[src/rtl/serial_magnitude_comparator.sv]
// Bit-serial magnitude comparator: one bit position per clock, MSB- or LSB-first scan.
// Result code {y,z}: 00 none, 01 A==B, 10 A>B, 11 B>A; f flags A>=B.
module serial_magnitude_comparator #(
  parameter int WIDTH      = 16,
  parameter int MSB_FIRST  = 1,
  parameter int EARLY_EXIT = 1,
  localparam int BW        = $clog2(WIDTH + 1)
) (
  input  logic             clk,
  input  logic             rst,
  input  logic             start,
  input  logic [WIDTH-1:0] A,
  input  logic [WIDTH-1:0] B,
  output logic             busy,
  output logic             done,
  output logic             y,
  output logic             z,
  output logic             f,
  output logic [BW-1:0]    bits_used
);

  localparam int IW = (WIDTH > 1) ? $clog2(WIDTH) : 1;
  localparam logic [IW-1:0] IDX_FIRST = (MSB_FIRST != 0) ? IW'(WIDTH - 1) : '0;
  localparam logic [IW-1:0] IDX_LAST  = (MSB_FIRST != 0) ? '0 : IW'(WIDTH - 1);
  localparam logic [1:0] RES_EQ  = 2'b01;
  localparam logic [1:0] RES_AGT = 2'b10;
  localparam logic [1:0] RES_BGT = 2'b11;

  typedef enum logic [1:0] {S_IDLE, S_COMPARE, S_DONE} state_t;

  state_t           state_q, state_d;
  logic [WIDTH-1:0] a_q, a_d, b_q, b_d;
  logic [IW-1:0]    idx_q, idx_d;
  logic [1:0]       res_q, res_d;
  logic [BW-1:0]    bits_q, bits_d;

  logic       a_bit, b_bit, differ, last_bit, early_stop;
  logic [1:0] bit_res;

  assign a_bit      = a_q[idx_q];
  assign b_bit      = b_q[idx_q];
  assign differ     = a_bit ^ b_bit;
  assign bit_res    = a_bit ? RES_AGT : RES_BGT;
  assign last_bit   = (idx_q == IDX_LAST);
  assign early_stop = (MSB_FIRST != 0) && (EARLY_EXIT != 0) && differ;

  always_ff @(posedge clk) begin
    if (rst) begin
      state_q <= S_IDLE;
      a_q     <= '0;
      b_q     <= '0;
      idx_q   <= '0;
      res_q   <= 2'b00;
      bits_q  <= '0;
    end else begin
      state_q <= state_d;
      a_q     <= a_d;
      b_q     <= b_d;
      idx_q   <= idx_d;
      res_q   <= res_d;
      bits_q  <= bits_d;
    end
  end

  always_comb begin
    state_d = state_q;
    case (state_q)
      S_IDLE:    if (start) state_d = S_COMPARE;
      S_COMPARE: if (last_bit || early_stop) state_d = S_DONE;
      S_DONE:    state_d = S_IDLE;
      default:   state_d = S_IDLE;
    endcase
  end

  always_comb begin
    a_d    = a_q;
    b_d    = b_q;
    idx_d  = idx_q;
    res_d  = res_q;
    bits_d = bits_q;
    if (state_q == S_IDLE && start) begin
      a_d    = A;
      b_d    = B;
      idx_d  = IDX_FIRST;
      res_d  = RES_EQ;
      bits_d = '0;
    end else if (state_q == S_COMPARE) begin
      bits_d = bits_q + BW'(1);
      // MSB-first keeps the first difference; LSB-first lets higher bits overwrite.
      if (differ && ((MSB_FIRST == 0) || (res_q == RES_EQ)))
        res_d = bit_res;
      if (!last_bit)
        idx_d = (MSB_FIRST != 0) ? (idx_q - IW'(1)) : (idx_q + IW'(1));
    end
  end

  always_comb begin
    busy      = (state_q == S_COMPARE);
    done      = (state_q == S_DONE);
    {y, z}    = busy ? 2'b00 : res_q;
    f         = !busy && ((res_q == RES_EQ) || (res_q == RES_AGT));
    bits_used = bits_q;
  end

endmodule

[config.mk]
export PLATFORM = sky130hd
export DESIGN_NAME = serial_magnitude_comparator
export DESIGN_NICKNAME = d
export VERILOG_FILES = /design/src/rtl/serial_magnitude_comparator.sv
export SDC_FILE = /design/constraint.sdc
export NUM_CORES = 1
export LEC_CHECK = 0
export ABC_CLOCK_PERIOD_IN_PS = 2200
export CAP_MARGIN = 10
export CORE_ASPECT_RATIO = 0.7
export CORE_MARGIN = 5
export CORE_UTILIZATION = 35
export CTS_CLUSTER_SIZE = 40
export DETAILED_ROUTE_END_ITERATION = 7
export DONT_BUFFER_PORTS = 1
export PLACE_DENSITY = 0.52
export SLEW_MARGIN = 20
export SYNTH_ARGS = -nofsm -noshare
export SYNTH_HDL_FRONTEND = slang
export SYNTH_SLANG_ARGS = --single-unit
[constraint.sdc]
create_clock -name clk -period 2.2 [get_ports clk]
set_input_delay 0.44 -clock clk [delete_from_list [all_inputs] [get_ports clk]]
set_output_delay 0.44 -clock clk [all_outputs]
set_load 0.1 [all_outputs]
## Word level (Yosys, flattened, before mapping)

Index checks and enable logic that the tools add are counted.

| word-level totals | value |
|---|---|
| RAM bits | 0 |
| memories | 0 |
| word-level logic and storage cells | 48 |
| memory bits (read-only) | 0 |
| latch bits | 0 |
| output and inout port bits | 10 |
| register bits | 45 |
| bits of input ports | 35 |

| operators by class | value |
|---|---|
| eq/ne operators | 7 |
| add/sub/neg operators | 2 |
| shift operators | 0 |
| divide/modulo/power cells | 0 |
| reduce and logical (&&, ||, !) cells | 15 |
| mux-type cells | 15 |
| $lt $le $gt $ge | 1 |
| multipliers | 0 |
| bitwise logic cells | 1 |

Operators with widths:

| kind | count |
|---|---|
| 4-bit 2-to-1 mux | 3 |
| 1-bit binary-select mux with 4-bit select | 2 |
| 2-bit AND reduction | 4 |
| 1-bit 2-to-1 mux | 6 |
| 2-bit 2-to-1 mux | 3 |
| 5-bit by 1-bit adder with 5-bit output (second input constant) | 1 |
| 4-bit by 5-bit less-than comparator with 1-bit output (second input constant) | 1 |
| 2-bit by 1-bit == test with 1-bit output (second input constant) | 2 |
| 2-bit == test (second input constant) | 2 |
| 4-bit zero test | 1 |
| 2-bit by 1-bit != test with 1-bit output (second input constant) | 2 |
| 2-bit one-hot mux with 2 select lines | 1 |
| 2-bit nonzero test | 2 |
| 4-bit by 1-bit subtractor with 4-bit output (second input constant) | 1 |
| 1-bit logical AND | 3 |
| 2-bit zero test | 1 |
| 1-bit logical OR | 2 |
| 2-bit != test (second input constant) | 1 |
| 2-bit OR reduction | 1 |
| 1-bit zero test | 1 |
| 1-bit bitwise XOR | 1 |

## Depth between registers and ports, before layout

Gate-level depths: netlist (run 1).

| depth | value |
|---|---|
| depth after elaboration | 7 |
| depth in mapped cells | 7 |

## Least setup slack after synthesis (run 1)

No wires, ideal clock.

| timing path | value |
|---|---|
| kind | flip-flop to output port |
| start point | reg state_q[1] |
| end point | out f |
| cell stages (with the launch flop) | 5 |
| data required time | 1.760 ns |
| slack | -0.886 ns |
| data arrival time | 2.646 ns |
| path buffers | 1 |
| cell sequence | dfxtp_1 > nand2b_1 > inv_1 > clkbuf_1 > nor2_1 |

| on the way | value |
|---|---|
| cells in the longest elaborated chain, start to end | 3 |

Ends and longest elaborated chain:

| element | RTL line | source |
|---|---|---|
| from (decl) | 31 | `state_t state_q, state_d;` |
| from (signal assigned) | 56 | `state_q <= state_d;` |
| 2-bit by 1-bit == test with 1-bit output | 98 | `busy = (state_q == S_COMPARE);` |
| net busy | 14 | `output logic busy,` |
| 1-bit zero test | 101 | `f = !busy && ((res_q == RES_EQ) \|\| (res_q == RES_AGT));` |
| 1-bit logical AND | 101 |  |
| to (decl) | 18 | `output logic f,` |

The timed path passes the listed nets, and every way through them passes these cells.

## Worst setup path after layout (run 1)

| timing path | value |
|---|---|
| start point | reg idx_q[1] |
| end point | reg state_q[1] |

| on the way | value |
|---|---|
| cells in the longest elaborated chain, start to end | 6 |
| elaborated cells between the ends (all ways) | 9 |
| classes of those cells | 1 x eq/ne; 4 x mux; 1 x bitwise; 3 x reduce/logical |

Ends and longest elaborated chain:

| element | RTL line | source |
|---|---|---|
| from (decl) | 33 | `logic [IW-1:0] idx_q, idx_d;` |
| from (signal assigned) | 59 | `idx_q <= idx_d;` |
| 1-bit binary-select mux with 4-bit select (on tied branches) | 40, 41 |  |
| 1-bit 2-to-1 mux (on tied branches) | 40, 41 |  |
| 1-bit bitwise XOR | 42 | `assign differ = a_bit ^ b_bit;` |
| 1-bit logical OR * | 69 | `S_COMPARE: if (last_bit \|\| early_stop) state_d = S_DONE;` |
| 2-bit by 1-bit != test with 1-bit output (no line) * | n/a |  |
| 2-bit AND reduction (no line) * | n/a |  |

Mark *: on every way between the ends. The rest lies on a longest branch, timed or not. The select of a mux whose other input is x is not followed.
A chain may end at the register's enable or synchronous reset.

==> out/results.ini, run 1 <==
[hold_path]
hold_path.class = primary input to flip-flop

[finish]
num_antenna_cells = 0
filler_cell_count = 556
layout-drive-gt1-share = 0.137
syn2layout_area_growth_pct = 13.7
nNetsFinal = 270
post-route-util = 0.420

[drt]
vias_per_cell = 4.92
vias = 1500
wl_per_cell_um = 13.7
ant_nets = 0
drc = 0
drt_first_pass_iters = 4
drtIter0Drc = 80
finalWirelength_um = 4170

[sta]
fin_skew_ns = 0.00562
timing.hold.ws_ns = 0.200
setup_viol = 0
slew_violations = 0
layout_min_cycle_time_ns = 2.05
finalCritPeriodShare = 0.930
fmax_ghz = 0.489
worst_slew_pin_slew_ns = 0.529
relSlewSlack = 0.648
hold_violations = 0
rsz0062_at_grt = false

[synthesis]
synthTopCellsByArea = dfxtp_1, nand2_1, a21oi_1
syn_area_um2 = 1980
async_flop_share = 0
synthTopCellsByCount = nand2_1, dfxtp_1, a21oi_1
seq_area_frac_synth = 0.455
ys_types = 28
netlist.area_leader.share = 0.455
synth_seq_cells = 45
syn_nets = 264
synth_area_leader_cell = dfxtp_1
yosysWarnings = 0
synth_ff_type = dfxtp_1
synth_edf_count = 0
synth_area_per_cell_um2 = 8.76
synth.most_common_cell = nand2_1
synthCells = 226

[setup_path]
setup.worst_path.class = flip-flop to flip-flop
path_cells = mux4_1 > mux4_2 > xnor2_2 > a211oi_2
critical_path_peak_fanout = 5
critPathTopFamily = multiplexers
critPathRequiredTime_ns = 2.37
worst_setup_path_end_kind = flip-flop
start_kind = flip-flop
slowest_delay_ns = 0.59
cp_num_buf_inv = 0
worst-endpoint-arrival_ns = 2.22
cp_slowest_cell = mux4_1

[die]
pin_count = 45
initial_core_util = 0.369
die_x_um = 99.9
coreArea_um2 = 5370
dieArea_um2 = 7290
die_y_um = 72.9
rows = 22

[job]
cap_viol_max_count = 0

[placed_design]
dp_hpwl_um = 3030
place.gp.congestion = 0.755
io_buffers = 0

[clocking]
cts_tree = built
post_cts_resized = 0
cts_root_buf = clkbuf_8
cts_buffers = 5
post-cts-setup-buffers = 0
htreeDepth = 2
clkTransAtPathRegs_ns = 0.09
clk_latency_ns = 0.30
cts_sinks = 45
cts_hold_buffers = 0
clockBufferDepth = 2

[grt]
grt_pass1_wl_um = 6930
grt-ovfl-total = 0
grt_pass1_vias = 1463
track_usage = 0.121
antenna_found_initial = 0
grt_start_max_net_pins = 43

[power]
switching_share = 0.355
cellPowerDensity_nw_per_um2 = 952
seqPwrFrac = 0.455
switchingPower_mw = 0.761
max-vdd-ir-drop_mv = 0.302
intPower_mw = 1.38
pwr-share-comb = 0.308
leakagePower_nw = 0.836
p_clk_frac = 0.238

[run_status]
status = finished, final reports clean

==> power groups by stage <==
| stage | Sequential [mW] | Clock, mW | Combinational [mW] |
|---|---|---|---|
| global placement | 0.997 | 0 | 0.658 |
| detailed placement | 0.995 | 0 | 0.664 |
| finish | 0.975 | 0.510 | 0.659 |
| CTS | 0.976 | 0.534 | 0.668 |
| floorplan | 0.989 | 0 | 0.527 |
| global route | 0.989 | 0.575 | 0.724 |
==> kinds of logic (layout without fill, tap and decap cells) <==
| family | Yosys count | after routing | share of synthesized area |
|---|---|---|---|
| mux | 14 | 14 | 0.137 |
| compound gates | 46 | 46 | 0.126 |
| flops | 45 | 45 | 0.455 |
| fa+ha+maj | 3 | 3 | 0.0190 |
| xor+xnor | 7 | 7 | 0.0347 |
| simple gates | 91 | 91 | 0.186 |
| buf+inv | 20 | 27 | 0.0417 |
==> metrics by stage <==
step	power (mW)	instances	setup WS (ns)	instance area, um^2	TNS [ns]
4_1_cts	2.18	305	0.153	2250	0
5_1_grt	2.29	305	0.0561	2250	0
6_report	2.14	305	0.155	2250	0
3_3_place_gp	1.66	297	0.205	2160	0
2_1_floorplan	1.52	226	-0.187	1990	-0.361
3_5_place_dp	1.66	297	0.169	2160	0
==> sequential cells by signal, summed over array words and instances (netlist names) <==
name and count:
a_q 16, b_q 16, bits_used 5, idx_q 4, res_q 2, state_q 2
==> worst paths after layout <==
check | slack [ns] | to | cells past startpoint | startpoint
max | 0.15 | state_q[1] | 4 | idx_q[1]
min | 0.20 | a_q[8] | 1 | rst
max reg2reg | 0.15 | state_q[1] | 4 | idx_q[1]
min reg2reg | 0.45 | b_q[10] | 2 | b_q[10]
==> cell usage in the layout, fill, tap and decap left out, types with 4 or more instances in the layout <==
cell and instances:
xor2_1 4, mux2i_1 5, nand2_1 72, mux4_1 5
a21oi_1 39, buf_4 12, nor2_1 6, inv_1 4
dfxtp_1 45, clkbuf_8 5
==> metal layers <==
metal  wire length, um  vias up  share of wire  GRT usage
met1              2140      677           0.51      0.169
met4                62        0          0.015     0.0500
met5                 0        -              0          0
met3               301        7          0.072     0.0449
li1                  -      778              -          -
met2              1660       38           0.40      0.167
==> cell type report <==
class                           instances  area (um^2)  share of cell area
Clock buffer                            5         68.8              0.0306
Clock inverter                          3         22.5              0.0100
Inverter                                4         15.0             0.00667
Multi-Input combinational cell        161         1000               0.446
Sequential cell                        45          901               0.400
Tap cell                               72         90.1              0.0400
Timing Repair Buffer                   15          150              0.0667
==> worst reg2reg max path, cell delays in order, from the launching register on <==
cell      delay, ns
dfxtp_1        0.46
mux4_1         0.59
mux4_2         0.52
xnor2_2        0.25
a211oi_2       0.10
Note: power is estimated with default switching activity, not from simulation.
==> run 2: changes to the inputs <==
--- a/config.mk
+++ b/config.mk
@@ -13,7 +13,9 @@
 export CTS_CLUSTER_SIZE = 40
 export DETAILED_ROUTE_END_ITERATION = 7
 export DONT_BUFFER_PORTS = 1
+export MAX_ROUTING_LAYER = met4
 export PLACE_DENSITY = 0.52
+export SKIP_CTS_REPAIR_TIMING = 1
 export SLEW_MARGIN = 20
 export SYNTH_ARGS = -nofsm -noshare
 export SYNTH_HDL_FRONTEND = slang
==> run 2 against run 1 <==
Sequential cell count stayed put; design area stayed put; via count shrank 0.67%; critical path type unchanged; critical endpoint unchanged; highest routed layer unchanged.
==> out/results.ini, run 2 (same netlist as run 1, synthesis figures left out) <==
[finish]
syn2layout_area_growth_pct = 13.7  ; unchanged
layout_common_cells = nand2_1, dfxtp_1, a21oi_1
layout-drive-gt1-share = 0.137  ; unchanged
layout_commonest_cell = nand2_1
num_antenna_cells = 0  ; unchanged
final_cell_area_um2 = 2250  ; unchanged
nNetsFinal = 270  ; unchanged
post-route-util = 0.420  ; unchanged

[sta]
finalSetupTns_ns = 0  ; unchanged
fin_skew_ns = 0.00548  ; -0.000137 ns
layout_min_cycle_time_ns = 2.04  ; -0.000958 ns
setup_viol = 0  ; unchanged
slew_violations = 0  ; unchanged
fmax_ghz = 0.489  ; about the same
setup_ws_ns = 0.156  ; +0.000958 ns
worst_slew_pin_slew_ns = 0.526  ; -0.00291 ns
finalCritPeriodShare = 0.929  ; about the same
hold_violations = 0  ; unchanged
relSlewSlack = 0.649  ; +0.00194
rsz0062_at_grt = false

[power]
total_power_mw = 2.14  ; about the same
max-vdd-ir-drop_mv = 0.303  ; about the same
cellPowerDensity_nw_per_um2 = 952  ; about the same
leakagePower_nw = 0.836  ; unchanged

[drt]
vias = 1490  ; -0.67%
drc = 0  ; unchanged
finalWirelength_um = 4160  ; -0.31%
wl_per_cell_um = 13.6  ; -0.31%
vias_per_cell = 4.89  ; -0.67%
drtIter0Drc = 77  ; -3.8%
drt_first_pass_iters = 4  ; unchanged
ant_nets = 0  ; unchanged

[clocking]
clockBufferDepth = 2  ; unchanged
cts_buffers = 5  ; unchanged
cts_tree = built
cts_sinks = 45  ; unchanged
htreeDepth = 2  ; unchanged
cts_root_buf = clkbuf_8
clk_latency_ns = 0.30  ; about the same
clkTransAtPathRegs_ns = 0.09  ; about the same

[die]
die_x_um = 99.9  ; unchanged
die_y_um = 72.9  ; unchanged
initial_core_util = 0.369  ; unchanged
coreArea_um2 = 5370  ; unchanged
dieArea_um2 = 7290  ; unchanged
pin_count = 45  ; unchanged
rows = 22  ; unchanged

[grt]
grt_start_max_net_pins = 43  ; unchanged
grt_pass1_wl_um = 6930  ; +0.10%
antenna_found_initial = 0  ; unchanged
grt-ovfl-total = 0  ; unchanged
track_usage = 0.125  ; +0.00384
grt_pass1_vias = 1461  ; -0.14%

[hold_path]
hold_path.class = primary input to flip-flop

[run_status]
status = finished, final reports clean

[setup_path]
setup.worst_path.class = flip-flop to flip-flop
path_cells = mux4_1 > mux4_2 > xnor2_2 > a211oi_2
worst_setup_path_end_kind = flip-flop
worst-endpoint-arrival_ns = 2.21  ; about the same
cp_num_buf_inv = 0  ; unchanged
slowest_delay_ns = 0.59  ; about the same
critPathRequiredTime_ns = 2.37  ; about the same
start_kind = flip-flop
critical_path_peak_fanout = 5  ; unchanged
critPathTopFamily = multiplexers
cp_slowest_cell = mux4_1

[placed_design]
placedInstanceArea_um2 = 2160  ; unchanged
place.gp.congestion = 0.765  ; +1.3%
dp_hpwl_um = 3030  ; unchanged
io_buffers = 0  ; unchanged
dpl_worst_slack_ns = 0.169  ; unchanged

[job]
cap_viol_max_count = 0  ; unchanged

==> run 2: final cells by class <==
class / count / area [um^2]
Multi-Input combinational cell: 161 / 1000
Timing Repair Buffer: 15 / 150
Sequential cell: 45 / 901
Fill cell: 556 / 3120
Clock inverter: 3 / 22.5
Clock buffer: 5 / 68.8
Tap cell: 72 / 90.1
Inverter: 4 / 15.0
==> run 2: worst paths after layout <==
kind	from	end	slack, ns	depth (start not counted)
worst min-delay path	rst	a_q[10]	0.20	1
worst min register to register	b_q[10]	b_q[10]	0.45	2
worst max register to register	idx_q[1]	state_q[1]	0.16	4
worst max-delay path	idx_q[1]	state_q[1]	0.16	4
==> run 2: where the power goes <==
| part | total [mW] | leakage [nW] | internal [mW] | switching (mW) |
|---|---|---|---|---|
| sequential | 0.975 | 0.369 | 0.905 | 0.0705 |
| combinational | 0.660 | 0.431 | 0.256 | 0.404 |
| clock | 0.509 | 0.0364 | 0.223 | 0.286 |
| total | 2.14 | 0.836 | 1.38 | 0.761 |
==> run 2: through the flow <==
stage          cells  hold slack, ns
2_1_floorplan    226           0.432
3_3_place_gp     297           0.439
3_5_place_dp     297           0.438
4_1_cts          305           0.187
5_1_grt          305           0.173
6_report         305           0.197
==> run 2: per-layer routing <==
metal	up-vias	track usage	routed length, um
met5	-	-	0
met4	0	0.0500	62
met3	7	0.0392	222
met2	31	0.168	1690
met1	674	0.172	2180
li1	778	-	-
